**src/rtl/mem_arbiter.sv**
```systemverilog
// mem_arbiter: shares one 64-bit memory port between instruction fetch (IF)
// and load/store (LS). Load/store has fixed priority over fetch. Each access
// runs IDLE -> *_BUS -> RESP -> IDLE. The pipeline is stalled while a
// request is outstanding.
// Optional feature: define MEM_ARB_TIMEOUT_EN to enable a bus wait timeout.
// When it fires, the transaction completes with bus_err and zero read data.
module mem_arbiter #(
    parameter int ADDR_W  = 64,
    parameter int TIMEOUT = 255
) (
    input  logic              clk,
    input  logic              rst,
    input  logic              if_req,
    input  logic [ADDR_W-1:0] if_addr,
    output logic [31:0]       if_inst,
    output logic              if_done,
    input  logic              ls_req,
    input  logic              ls_we,
    input  logic [ADDR_W-1:0] ls_addr,
    input  logic [63:0]       ls_wdata,
    input  logic [7:0]        ls_wmask,
    output logic [63:0]       ls_rdata,
    output logic              ls_done,
    output logic              bus_valid,
    output logic              bus_we,
    output logic [ADDR_W-1:0] bus_addr,
    output logic [63:0]       bus_wdata,
    output logic [7:0]        bus_wmask,
    input  logic              bus_ready,
    input  logic [63:0]       bus_rdata,
    output logic              cpu_stall,
    output logic              bus_err
);

    typedef enum logic [1:0] {
        IDLE   = 2'd0,
        IF_BUS = 2'd1,
        LS_BUS = 2'd2,
        RESP   = 2'd3
    } state_t;

    state_t state_r;
    logic   owner_ls_r;   // 1: current transaction belongs to load/store
    logic   addr2_r;      // selects the upper instruction word of the doubleword

    // Pick the 32-bit instruction out of the fetched doubleword.
    function automatic logic [31:0] select_word(input logic [63:0] dword, input logic hi);
        logic [31:0] word;
        if (hi) begin
            word = dword[63:32];
        end else begin
            word = dword[31:0];
        end
        return word;
    endfunction

    // Address bits below the doubleword boundary are not forwarded to the bus.
    logic unused_s;
    assign unused_s = ^{if_addr[1:0], ls_addr[2:0], 32'(TIMEOUT)};

`ifdef MEM_ARB_TIMEOUT_EN
    localparam int CNT_W = (TIMEOUT > 255) ? $clog2(TIMEOUT + 1) : 8;
    logic [CNT_W-1:0] wait_cnt_r;
    logic             bus_err_r;
    assign bus_err = bus_err_r;
`else
    assign bus_err = 1'b0;
`endif

    // Stall while any requester has not yet seen its completion pulse.
    always_comb begin
        cpu_stall = (if_req & ~if_done) | (ls_req & ~ls_done);
    end

    // Transaction state machine with registered bus fields and responses.
    always_ff @(posedge clk) begin
        if (rst) begin
            state_r    <= IDLE;
            owner_ls_r <= 1'b0;
            addr2_r    <= 1'b0;
            bus_valid  <= 1'b0;
            bus_we     <= 1'b0;
            bus_addr   <= '0;
            bus_wdata  <= 64'd0;
            bus_wmask  <= 8'd0;
            if_inst    <= 32'd0;
            if_done    <= 1'b0;
            ls_rdata   <= 64'd0;
            ls_done    <= 1'b0;
`ifdef MEM_ARB_TIMEOUT_EN
            wait_cnt_r <= '0;
            bus_err_r  <= 1'b0;
`endif
        end else begin
            if_done <= 1'b0;
            ls_done <= 1'b0;
`ifdef MEM_ARB_TIMEOUT_EN
            bus_err_r <= 1'b0;
`endif
            case (state_r)
                IDLE: begin
                    if (ls_req) begin
                        // Data access belongs to the older instruction: wins ties.
                        state_r    <= LS_BUS;
                        owner_ls_r <= 1'b1;
                        addr2_r    <= 1'b0;
                        bus_valid  <= 1'b1;
                        bus_we     <= ls_we;
                        bus_addr   <= {ls_addr[ADDR_W-1:3], 3'b000};
                        bus_wdata  <= ls_wdata;
                        bus_wmask  <= ls_we ? ls_wmask : 8'd0;
`ifdef MEM_ARB_TIMEOUT_EN
                        wait_cnt_r <= '0;
`endif
                    end else if (if_req) begin
                        state_r    <= IF_BUS;
                        owner_ls_r <= 1'b0;
                        addr2_r    <= if_addr[2];
                        bus_valid  <= 1'b1;
                        bus_we     <= 1'b0;
                        bus_addr   <= {if_addr[ADDR_W-1:3], 3'b000};
                        bus_wdata  <= 64'd0;
                        bus_wmask  <= 8'd0;
`ifdef MEM_ARB_TIMEOUT_EN
                        wait_cnt_r <= '0;
`endif
                    end else begin
                        state_r <= IDLE;
                    end
                end
                IF_BUS, LS_BUS: begin
                    if (bus_ready) begin
                        state_r   <= RESP;
                        bus_valid <= 1'b0;
                        if (owner_ls_r) begin
                            ls_done  <= 1'b1;
                            ls_rdata <= bus_we ? 64'd0 : bus_rdata;
                        end else begin
                            if_done <= 1'b1;
                            if_inst <= select_word(bus_rdata, addr2_r);
                        end
                    end
`ifdef MEM_ARB_TIMEOUT_EN
                    else if (wait_cnt_r == CNT_W'(TIMEOUT)) begin
                        // Slave never answered: complete with an error and no data.
                        state_r   <= RESP;
                        bus_valid <= 1'b0;
                        bus_err_r <= 1'b1;
                        if (owner_ls_r) begin
                            ls_done  <= 1'b1;
                            ls_rdata <= 64'd0;
                        end else begin
                            if_done <= 1'b1;
                            if_inst <= 32'd0;
                        end
                    end else begin
                        wait_cnt_r <= wait_cnt_r + CNT_W'(1);
                    end
`else
                    else begin
                        state_r <= state_r;
                    end
`endif
                end
                RESP: begin
                    state_r <= IDLE;
                end
                default: begin
                    state_r <= IDLE;
                end
            endcase
        end
    end

endmodule

```
**config.mk**
```make
export PLATFORM = sky130hd
export DESIGN_NAME = mem_arbiter
export DESIGN_NICKNAME = d
export VERILOG_FILES = /design/src/rtl/mem_arbiter.sv
export SDC_FILE = /design/constraint.sdc
export NUM_CORES = 1
export LEC_CHECK = 0
export CELL_PAD_IN_SITES_DETAIL_PLACEMENT = 1
export CELL_PAD_IN_SITES_GLOBAL_PLACEMENT = 1
export CORE_AREA = 2 2 200 202
export CTS_BUF_LIST = sky130_fd_sc_hd__clkbuf_8
export DETAILED_ROUTE_END_ITERATION = 12
export DIE_AREA = 0 0 202 204
export GPL_TIMING_DRIVEN = 0
export PLACE_DENSITY = 0.79
export SETUP_SLACK_MARGIN = 0.15
export SYNTH_ARGS = -nofsm -noshare
export SYNTH_HDL_FRONTEND = slang
export SYNTH_SLANG_ARGS = --single-unit
```
**constraint.sdc**
```tcl
create_clock -name clk -period 3.1 [get_ports clk]
set_input_delay 0.775 -clock clk [delete_from_list [all_inputs] [get_ports clk]]
set_output_delay 0.775 -clock clk [all_outputs]
set_load 0.02 [all_outputs]
```
* Yosys cells after proc, flatten, opt, wreduce, memory -nomap -nowiden *
Cells that the tools add are included.

word-level totals
  output and inout port bits = 238
  flip-flop bits (word level) = 240

operators by class
  reduce and logical (&&, ||, !) cells = 9
  multiplexer cells = 24
  bitwise gates (word level) = 8
  eq/ne operators = 5

operators with widths
  cell                                                              number
  64-bit two-way mux                                                5
  32-bit two-way mux                                                1
  8-bit two-way mux                                                 3
  1-bit two-way mux                                                 11
  3-bit AND reduction                                               3
  2-bit one-hot mux with 3 select lines                             1
  1-bit inverter                                                    5
  2-bit == test (second input constant)                             2
  2-bit two-way mux                                                 2
  2-bit nonzero test                                                2
  3-bit inequality test (second input constant)                     1
  3-bit OR reduction                                                1
  1-bit AND                                                         2
  2-bit by 1-bit == test with 1-bit output (second input constant)  1
  2-bit logical NOT                                                 1
  2-bit inequality test (second input constant)                     1
  1-bit one-hot mux with 2 select lines                             1
  2-bit AND reduction                                               1
  2-bit OR reduction                                                1
  1-bit OR                                                          1

* Depth between registers and ports, before layout *
Gate-level depths: netlist of run 1.

  word-level depth = 4
  mapped depth = 8

* Least setup slack after synthesis of run 1 *
No wires, ideal clock.

  path kind = input -> output
  start = input port ls_req
  end = output port cpu_stall
  stages = 3
  path buffers = 1
  arrival time = 1.307 ns
  slack = 1.018 ns
  cells stage by stage = buf_4 > inv_1 > o22ai_1

between the ends
  cells in the longest elaborated chain, start to end = 2

ends and longest elaborated chain
  element      line  source
  from (decl)  17    input logic ls_req,
  1-bit AND    72    cpu_stall = (if_req & ~if_done) | (ls_req & ~ls_done);
  1-bit OR     72
  to (decl)    31    output logic cpu_stall,

No other way between the ends.

* Worst setup path after layout of run 1 *
Ends and elaborated chain as after synthesis.

==> impl_metrics.py, run 1 <==
metrics = {
    "global_route": {
        "grt_pass1_vias": 9737,
        "grt_antenna_before_repair": 0,
        "overflow": 0,
        "grt_pass1_wl_um": 58800,
        "grt_start_max_net_pins": 12,
        "track_usage": 0.186,
    },
    "worst_setup_path": {
        "path_max_fanout": 10,
        "worstSetupPathType": "in2out",
        "startpoint_type": "input port",
        "rrSetupSlack_ns": 1.21,
        "r2r_cells": 7,
        "crit_required_ns": 2.32,
        "crit_arrival_ns": 2.02,
        "endpoint_kind": "output port",
    },
    "clock_tree": {
        "cts.sinks": 237,
        "ctsHoldBuffers": 0,
        "clock_path_buffers": 3,
        "root_buffer": "clkbuf_8",
        "insertion_delay_ns": 0.60,
        "h-tree-depth": 2,
        "cts_buffers": 43,
        "tritoncts": "built",
        "cts.clk_slew.worst_paths_ns": 0.06,
    },
    "sta": {
        "fmax_mhz": 358,
        "max_slew_margin": 0.458,
        "rsz0062_at_grt": "no",
        "setup_viol": 0,
        "slew_violations": 0,
        "period_minus_slack_ns": 2.80,
        "period_share": 0.902,
        "hold_viol_final": 0,
        "clock_skew_ns": 0.0449,
        "worstMarginPinSlew_ns": 0.813,
    },
    "die": {
        "row_count": 73,
        "die_h_um": 204,
        "io_pins": 508,
        "start_util": 0.226,
        "dieArea_um2": 41200,
        "core-area_um2": 39200,
        "die_x_um": 202,
    },
    "final_layout": {
        "most-common-layout-cells": "496 x clkdlybuf4s50_1, 237 x dfxtp_1, 172 x nor2_1, 93 x mux2i_1, 93 x a211oi_1",
        "final_common_cell": "clkdlybuf4s50_1",
        "antennaDiodeCount": 0,
        "area_growth_pct": 73.1,
        "nNetsFinal": 1671,
        "drive_gt1_frac": 0.0939,
        "multiInputGateArea_um2": 3610,
        "final.fill_count": 4382,
        "fin_util": 0.392,
        "seq_area_um2": 4740,
    },
    "power": {
        "power_switching_w": 0.00466,
        "pwr-share-comb": 0.423,
        "clkPwrFrac": 0.240,
        "total_power_w": 0.0123,
        "power.density_nw_per_um2": 802,
        "pwr-share-seq": 0.337,
        "internal_power_w": 0.00766,
        "p_sw_frac": 0.378,
        "cellLeakagePower_nw": 5.88,
        "vdd_ir_drop_max_uv": 363,
    },
    "yosys": {
        "synthAdderAreaFrac": 0.00282,
        "synth_top_family_by_area": "compound AO/OA/AOI/OAI gates",
        "yosys.area_share.simple": 0.0867,
        "synth_seq_area_share": 0.535,
        "syn_area_um2": 8870,
        "avgSynthCellArea_um2": 10.4,
        "synth_compound_area_frac": 0.210,
        "ys_seq_elements": 237,
        "yosys-mux-area-fraction": 0.105,
        "syn-instance-count": 854,
        "ys.warnings.count": 0,
        "synth-xor-area-share": 0,
        "yosysUniqueCellTypes": 33,
    },
    "run": {
        "drv_cap": 0,
    },
    "detailed_routing": {
        "viasPerCell": 4.58,
        "post_drt_wl_per_cell_um": 20.3,
        "via_count": 8937,
        "drtIter0Drc": 282,
        "firstDrtPassIters": 6,
        "ant_nets": 0,
        "drc": 0,
        "drt_wl_total_um": 39600,
    },
    "placed_design": {
        "dp_hpwl_um": 31000,
        "portBuffers": 497,
        "finalWeightedCongestion": 0.843,
    },
    "status": {
        "status": "complete, no violations",
    },
    "min_path": {
        "whs_path_depth": 2,
        "hp-class": "reg2reg",
    },
}
-- path summary, 6_finish.rpt --
path | endpoint | start
max | cpu_stall | ls_req
min | ls_rdata[52] | ls_rdata[52]
max reg2reg | ls_rdata[47] | state_r[0]
min reg2reg | ls_rdata[52] | ls_rdata[52]
-- sequential cells by signal, summed over array words and instances (netlist names) --
name	flops
addr2_r	1
bus_addr	61
bus_valid	1
bus_wdata	64
bus_we	1
bus_wmask	8
if_done	1
if_inst	32
ls_done	1
ls_rdata	64
owner_ls_r	1
state_r	2
-- cell usage after synthesis (all sizes together) --
cell,n,area (um^2)
dfxtp,237,4740
nor2,173,652
a211oi,93,698
mux2i,93,931
a22oi,72,541
buf,70,459
a22o,62,543
clkbuf,15,56.3
a21oi,6,30.0
inv,5,18.8
nand2,5,18.8
nor3,3,26.3
and3,2,12.5
ha,2,25.0
nand3b,2,15.0
o22ai,2,12.5
a2111oi,1,15.0
a31oi,1,6.26
a32oi,1,8.76
and2,1,6.26
and3b,1,8.76
conb,1,3.75
nand3,1,10.0
nor2b,1,6.26
nor4,1,6.26
o21a,1,7.51
o21ai,1,5.00
or2b,1,7.51
-- worst max-delay path: stages --
cell and delay [ns]:
clkdlybuf4s50_1 0.57, buf_6 0.23, inv_1 0.07, o22ai_1 0.13, buf_2 0.24
-- stage by stage --
stage | cell area, um^2 | hold slack [ns] | instances | setup slack, ns | TNS (ns)
after CTS | 15400 | 0.464 | 1952 | 0.154 | 0
after global routing | 15400 | 0.486 | 1952 | 0.199 | 0
after detailed placement | 14500 | 0.455 | 1879 | -0.277 | -0.277
after global placement | 14500 | 0.440 | 1879 | -0.279 | -0.279
after floorplan | 8890 | 0.467 | 857 | 1.02 | 0
final | 15400 | 0.465 | 1952 | 0.303 | 0
-- metal layers --
metal	vias up	GRT usage	wire length, um
met3	80	0.0633	3160
li1	4197	-	-
met2	370	0.330	19600
met5	-	0	0
met4	0	0.0769	1460
met1	4290	0.201	15400
-- power groups by stage --
| stage | registers (W) | clock network, W | logic [W] |
|---|---|---|---|
| floorplan | 0.00497 | 0 | 0.00190 |
| global placement | 0.00416 | 0 | 0.00514 |
| detailed placement | 0.00421 | 0 | 0.00526 |
| CTS | 0.00415 | 0.00307 | 0.00529 |
| global route | 0.00423 | 0.00319 | 0.00561 |
| finish | 0.00415 | 0.00296 | 0.00521 |
-- repair_timing --
item | CTS | global route
endpoints found under the hold margin | 0 | 0
setup endpoints to repair | 1 | 1
resized for setup | 4 | 2
setup buffers | 0 | 0
-- logic make-up (layout without fill, tap and decap cells) --
group / Yosys count / after routing
fa+ha+maj: 2 / 2
buf+inv: 90 / 660
mux: 93 / 93
simple gates: 191 / 191
other cells: 1 / 4
compound gates: 240 / 240
flops: 237 / 237
-- layout make-up --
cell class,count,area share
buffer,85,0.0338
sequential,237,0.309
tap,525,0.0428
clock buffer,56,0.0502
timing repair buffer,497,0.323
multi-input combinational,530,0.235
clock inverter,17,0.00497
inverter,5,0.00122
(Power assumes the default switching activity.)
==> inputs of run 2 (changes only) <==
--- a/config.mk
+++ b/config.mk
@@ -11,9 +11,9 @@
 export CTS_BUF_LIST = sky130_fd_sc_hd__clkbuf_8
 export DETAILED_ROUTE_END_ITERATION = 12
 export DIE_AREA = 0 0 202 204
-export GPL_TIMING_DRIVEN = 0
 export PLACE_DENSITY = 0.79
 export SETUP_SLACK_MARGIN = 0.15
+export SKIP_CTS_REPAIR_TIMING = 1
 export SYNTH_ARGS = -nofsm -noshare
 export SYNTH_HDL_FRONTEND = slang
 export SYNTH_SLANG_ARGS = --single-unit
==> constraint.sdc (replaced) <==
create_clock -name clk -period 3.1 [get_ports clk]
set_input_delay 0.465 -clock clk [delete_from_list [all_inputs] [get_ports clk]]
set_output_delay 0.465 -clock clk [all_outputs]
set_load 0.02 [all_outputs]
==> run 2 against run 1 <==
Against the previous run: highest routed layer unchanged; final cell count down 3.3%; sequential power about the same; critical path type unchanged; largest cell class unchanged; core utilization shrank 0.73 points; count of clock-buffer cells in the layout fell by 5; clock skew up 0.0020 ns.
==> impl_metrics.py, run 2 (synthesized netlist as in run 1, its figures left out) <==
metrics = {
    "status": {
        "status": "complete, no violations",
    },
    "min_path": {
        "whs_path_depth": 2,
        "hp-class": "in2reg",
    },
    "sta": {
        "fmax_mhz": 395,
        "worst_slack_ns": 0.566,
        "max_slew_margin": 0.425,
        "hold_viol_final": 0,
        "period_share": 0.818,
        "worstMarginPinSlew_ns": 0.862,
        "slew_violations": 0,
        "clock_skew_ns": 0.0469,
        "period_minus_slack_ns": 2.53,
        "setup_tns_ns": 0,
        "setup_viol": 0,
        "rsz0062_at_grt": "no",
    },
    "power": {
        "internal_power_w": 0.00756,
        "power.density_nw_per_um2": 798,
        "power_switching_w": 0.00448,
        "pwr-share-comb": 0.414,
        "pwr-share-seq": 0.344,
        "vdd_ir_drop_max_uv": 370,
        "clkPwrFrac": 0.242,
        "p_sw_frac": 0.372,
        "cellLeakagePower_nw": 5.67,
    },
    "final_layout": {
        "largestRegisters": "bus_wdata x64, ls_rdata x64, bus_addr x61",
        "area_growth_pct": 69.9,
        "drive_gt1_frac": 0.0602,
        "most-common-layout-cells": "496 x clkdlybuf4s50_1, 236 x dfxtp_1, 172 x nor2_1, 93 x mux2i_1, 93 x a211oi_1",
        "nNetsFinal": 1603,
        "final.fill_count": 4380,
        "final_common_cell": "clkdlybuf4s50_1",
    },
    "global_route": {
        "grt_pass1_wl_um": 54500,
        "track_usage": 0.170,
        "grt_pass1_vias": 9253,
        "grt_antenna_before_repair": 1,
        "overflow": 0,
        "grt_start_max_net_pins": 74,
    },
    "placed_design": {
        "portBuffers": 498,
        "pre_cts_slack_ns": 0.604,
        "dp_hpwl_um": 26400,
        "finalWeightedCongestion": 0.803,
    },
    "worst_setup_path": {
        "path_max_fanout": 5,
        "worstSetupPathType": "in2out",
        "cp.depth": 4,
        "r2r_cells": 6,
        "crit_buf_inv": 3,
        "cpPeakStageDelay_ns": 0.68,
        "crit_arrival_ns": 2.07,
        "endpoint_kind": "output port",
        "path_delay_family": "buffers and inverters",
        "path_cells": "clkdlybuf4s50_1 > inv_1 > o22ai_1 > clkdlybuf4s50_1",
        "startpoint_type": "input port",
        "slowest_stage": "clkdlybuf4s50_1",
        "cpMostUsedCell": "clkdlybuf4s50_1",
        "crit_required_ns": 2.63,
    },
    "clock_tree": {
        "h-tree-depth": 2,
        "cts.clk_slew.worst_paths_ns": 0.06,
        "root_buffer": "clkbuf_8",
        "cts.sinks": 237,
        "insertion_delay_ns": 0.59,
        "tritoncts": "built",
        "clock_path_buffers": 3,
        "cts_buffers": 44,
    },
    "detailed_routing": {
        "via_count": 8629,
        "viasPerCell": 4.57,
        "drt_wl_total_um": 36300,
        "ant_nets": 0,
        "post_drt_wl_per_cell_um": 19.2,
        "drc": 0,
        "drtIter0Drc": 320,
        "firstDrtPassIters": 4,
    },
    "die": {
        "row_count": 73,
        "dieArea_um2": 41200,
        "die_h_um": 204,
        "core-area_um2": 39200,
        "io_pins": 508,
        "die_x_um": 202,
        "start_util": 0.226,
    },
    "run": {
        "drv_cap": 0,
    },
}
[run 2: changes by cell type in the layout (fill, tap and decap cells not counted), sizes merged]
cell      previous run  this run
buf                 71        17
inv                 18        27
diode                0         1
clkinvlp             0         1
bufinv               0         1
clkinv               4         2
clkbuf              71        51
[run 2: metal layers]
layer	vias up	wire, um	global-route usage
met5	-	0	0
met2	341	18600	0.307
met3	52	3170	0.0628
met1	4159	13700	0.183
met4	0	813	0.0533
li1	4077	-	-
[run 2: worst paths after layout]
kind	start	endpoint	slack, ns
max	if_req	cpu_stall	0.57
min	rst	owner_ls_r	0.23
max reg2reg	state_r[0]	ls_rdata[44]	0.93
min reg2reg	ls_rdata[51]	ls_rdata[51]	0.47
[run 2: power groups by stage]
stage	sequential [W]	clock (W)	combinational [W]
final	0.00415	0.00291	0.00498
after global routing	0.00423	0.00316	0.00535
after CTS	0.00415	0.00303	0.00504
after detailed placement	0.00420	0	0.00501
after global placement	0.00416	0	0.00488
after floorplan	0.00497	0	0.00190
[run 2: cell type report]
class                      count  area (um^2)  share of cell area
timing repair buffer         513         5180               0.344
sequential                   237         4750               0.315
multi-input combinational    530         3630               0.241
clock buffer                  51          702              0.0466
tap                          525          657              0.0436
clock inverter                26          135             0.00896
inverter                       5         18.8             0.00124
antenna                        1         2.50            0.000166
[run 2: per-stage QoR]
| stage | utilization | total power, W | hold slack [ns] | cell area [um^2] | std cells |
|---|---|---|---|---|---|
| 6_report | 0.385 | 0.0120 | 0.226 | 15100 | 1888 |
| 3_5_place_dp | 0.363 | 0.00921 | 0.461 | 14200 | 1810 |
| 4_1_cts | 0.385 | 0.0122 | 0.165 | 15100 | 1887 |
| 2_1_floorplan | - | 0.00687 | 0.467 | 8890 | 857 |
| 5_1_grt | 0.385 | 0.0127 | 0.192 | 15100 | 1888 |
| 3_3_place_gp | 0.363 | 0.00904 | 0.443 | 14200 | 1810 |
==> inputs of run 3 (changes only) <==
--- a/config.mk
+++ b/config.mk
@@ -7,11 +7,11 @@
 export LEC_CHECK = 0
 export CELL_PAD_IN_SITES_DETAIL_PLACEMENT = 1
 export CELL_PAD_IN_SITES_GLOBAL_PLACEMENT = 1
-export CORE_AREA = 2 2 200 202
+export CORE_AREA = 2 2 198 200
 export CTS_BUF_LIST = sky130_fd_sc_hd__clkbuf_8
 export DETAILED_ROUTE_END_ITERATION = 12
-export DIE_AREA = 0 0 202 204
-export PLACE_DENSITY = 0.79
+export DIE_AREA = 0 0 200 202
+export PLACE_DENSITY = 0.8
 export SETUP_SLACK_MARGIN = 0.15
 export SKIP_CTS_REPAIR_TIMING = 1
 export SYNTH_ARGS = -nofsm -noshare
==> constraint.sdc (replaced) <==
create_clock -name clk -period 2.65 [get_ports clk]
set_input_delay 0.3975 -clock clk [delete_from_list [all_inputs] [get_ports clk]]
set_output_delay 0.3975 -clock clk [all_outputs]
set_load 0.02 [all_outputs]
==> run 3 against run 2 <==
Against the previous run: combinational power up 16%; register-to-register slack worse by 0.40 ns; sequential share of layout area is 0.30 points lower; flip-flop and latch count unchanged; sequential power grew 17%; core utilization up 1.3 points; routed wire length down 2.9%; via count shrank 1.2%; clock skew shrank 0.028 ns; critical path type unchanged.
==> impl_metrics.py, run 3 (synthesized netlist as in run 1, its figures left out) <==
metrics = {
    "final_layout": {
        "antennaDiodeCount": 0,
        "largestRegisters": "bus_wdata x64, ls_rdata x64, bus_addr x61",
        "final_common_cell": "clkdlybuf4s50_1",
        "most-common-layout-cells": "496 x clkdlybuf4s50_1, 236 x dfxtp_1, 172 x nor2_1, 93 x mux2i_1, 93 x a211oi_1",
        "final.fill_count": 4282,
        "final-instance-count-excl-fill": 1885,
        "area_growth_pct": 71.5,
        "drive_gt1_frac": 0.0710,
        "nNetsFinal": 1606,
    },
    "clock_tree": {
        "cts.clk_slew.worst_paths_ns": 0.06,
        "cts_buffers": 44,
        "clock_path_buffers": 3,
        "h-tree-depth": 2,
        "root_buffer": "clkbuf_8",
        "tritoncts": "built",
        "insertion_delay_ns": 0.59,
        "cts.sinks": 237,
    },
    "worst_setup_path": {
        "cp.depth": 4,
        "crit_buf_inv": 3,
        "crit_required_ns": 2.25,
        "path_max_fanout": 2,
        "endpoint_kind": "output port",
        "cpPeakStageDelay_ns": 0.65,
        "worstSetupPathType": "in2out",
        "r2r_start": "state_r[0]",
        "r2r_cells": 6,
        "cpMostUsedCell": "clkdlybuf4s50_1",
        "crit_start": "if_req",
        "startpoint_type": "input port",
        "slowest_stage": "clkdlybuf4s50_1",
        "path_cells": "clkdlybuf4s50_1 > inv_1 > o22ai_1 > clkdlybuf4s50_1",
        "path_delay_family": "buffers and inverters",
        "rrSetupSlack_ns": 0.53,
        "crit_arrival_ns": 1.81,
        "worstReg2RegEnd": "ls_rdata[49]",
    },
    "placed_design": {
        "finalWeightedCongestion": 0.750,
        "placed_cells": 1806,
        "portBuffers": 498,
        "pre_cts_slack_ns": 0.396,
        "dp_hpwl_um": 25300,
    },
    "power": {
        "p_sw_frac": 0.361,
        "clkPwrFrac": 0.271,
        "pwr-share-seq": 0.333,
        "pwr-share-comb": 0.396,
        "power.density_nw_per_um2": 955,
        "cellLeakagePower_nw": 5.73,
        "power_switching_w": 0.00524,
        "internal_power_w": 0.00930,
        "vdd_ir_drop_max_uv": 463,
    },
    "global_route": {
        "grt_start_max_net_pins": 79,
        "grt_pass1_vias": 9011,
        "track_usage": 0.166,
        "grt_antenna_before_repair": 1,
        "overflow": 0,
        "grt_pass1_wl_um": 52200,
    },
    "sta": {
        "hold_viol_final": 0,
        "worstMarginPinSlew_ns": 0.724,
        "rsz0062_at_grt": "no",
        "clock_skew_ns": 0.0193,
        "worst_slack_ns": 0.444,
        "fmax_mhz": 453,
        "period_minus_slack_ns": 2.21,
        "max_slew_margin": 0.517,
        "setup_viol": 0,
        "setup_tns_ns": 0,
        "slew_violations": 0,
        "period_share": 0.832,
    },
    "min_path": {
        "whs_path_depth": 2,
        "hold_start": "rst",
        "hp-class": "in2reg",
        "holdPathEnd": "addr2_r",
    },
    "detailed_routing": {
        "viasPerCell": 4.52,
        "post_drt_wl_per_cell_um": 18.7,
        "ant_nets": 0,
        "via_count": 8523,
        "firstDrtPassIters": 4,
        "drt_wl_total_um": 35200,
        "drtIter0Drc": 234,
        "drc": 0,
    },
    "die": {
        "dieArea_um2": 40400,
        "die_h_um": 202,
        "row_count": 72,
        "start_util": 0.232,
        "io_pins": 508,
        "die_x_um": 200,
        "core-area_um2": 38300,
    },
    "run": {
        "drv_cap": 0,
    },
    "status": {
        "status": "complete, no violations",
    },
}
==> run 3: cell types whose count changed in the layout (fill, tap and decap cells not counted), sizes merged <==
cell	previous run	this run
clkinv	2	6
clkbuf	51	57
inv	27	17
clkinvlp	1	0
buf	17	20
bufinv	1	4
diode	1	0
==> run 3: power groups by stage <==
stage                     logic (W)  clock network, W  registers, W
after CTS                   0.00584           0.00409       0.00484
after global routing        0.00621           0.00424       0.00493
after floorplan             0.00223                 0       0.00581
final                       0.00576           0.00394       0.00484
after global placement      0.00565                 0       0.00486
after detailed placement    0.00581                 0       0.00491
==> run 3: final cells by class <==
type | count | area [um^2] | area share
clock buffers | 57 | 785 | 0.0515
multi-input cells | 530 | 3630 | 0.239
clock inverters | 22 | 200 | 0.0131
well taps | 518 | 648 | 0.0426
repair buffers | 516 | 5190 | 0.341
inverters | 5 | 18.8 | 0.00123
flip-flops and latches | 237 | 4750 | 0.312
==> run 3: worst max-delay path by stage <==
stage / end / slack, ns
6_report: cpu_stall / 0.44
5_1_grt: cpu_stall / 0.40
4_1_cts: cpu_stall / 0.43
3_5_place_dp: ls_rdata[1] / 0.40
3_3_place_gp: cpu_stall / 0.43
2_1_floorplan: ls_rdata[0] / 1.10
==> run 3: layer usage <==
| layer | up-vias | wire length [um] | track usage |
|---|---|---|---|
| met4 | 2 | 1130 | 0.0669 |
| met2 | 338 | 17200 | 0.288 |
| met3 | 66 | 3140 | 0.0641 |
| li1 | 4075 | - | - |
| met1 | 4042 | 13800 | 0.181 |
| met5 | - | 11 | 0 |
==> run 3: metrics by stage <==
stage               utilization  instance area [um^2]  hold WS [ns]  power, W
global route              0.398                 15200         0.213    0.0154
floorplan                     -                  8890         0.467   0.00804
detailed placement        0.372                 14200         0.462    0.0107
finish                    0.398                 15200         0.227    0.0145
global placement          0.372                 14200         0.446    0.0105
CTS                       0.398                 15200         0.177    0.0148
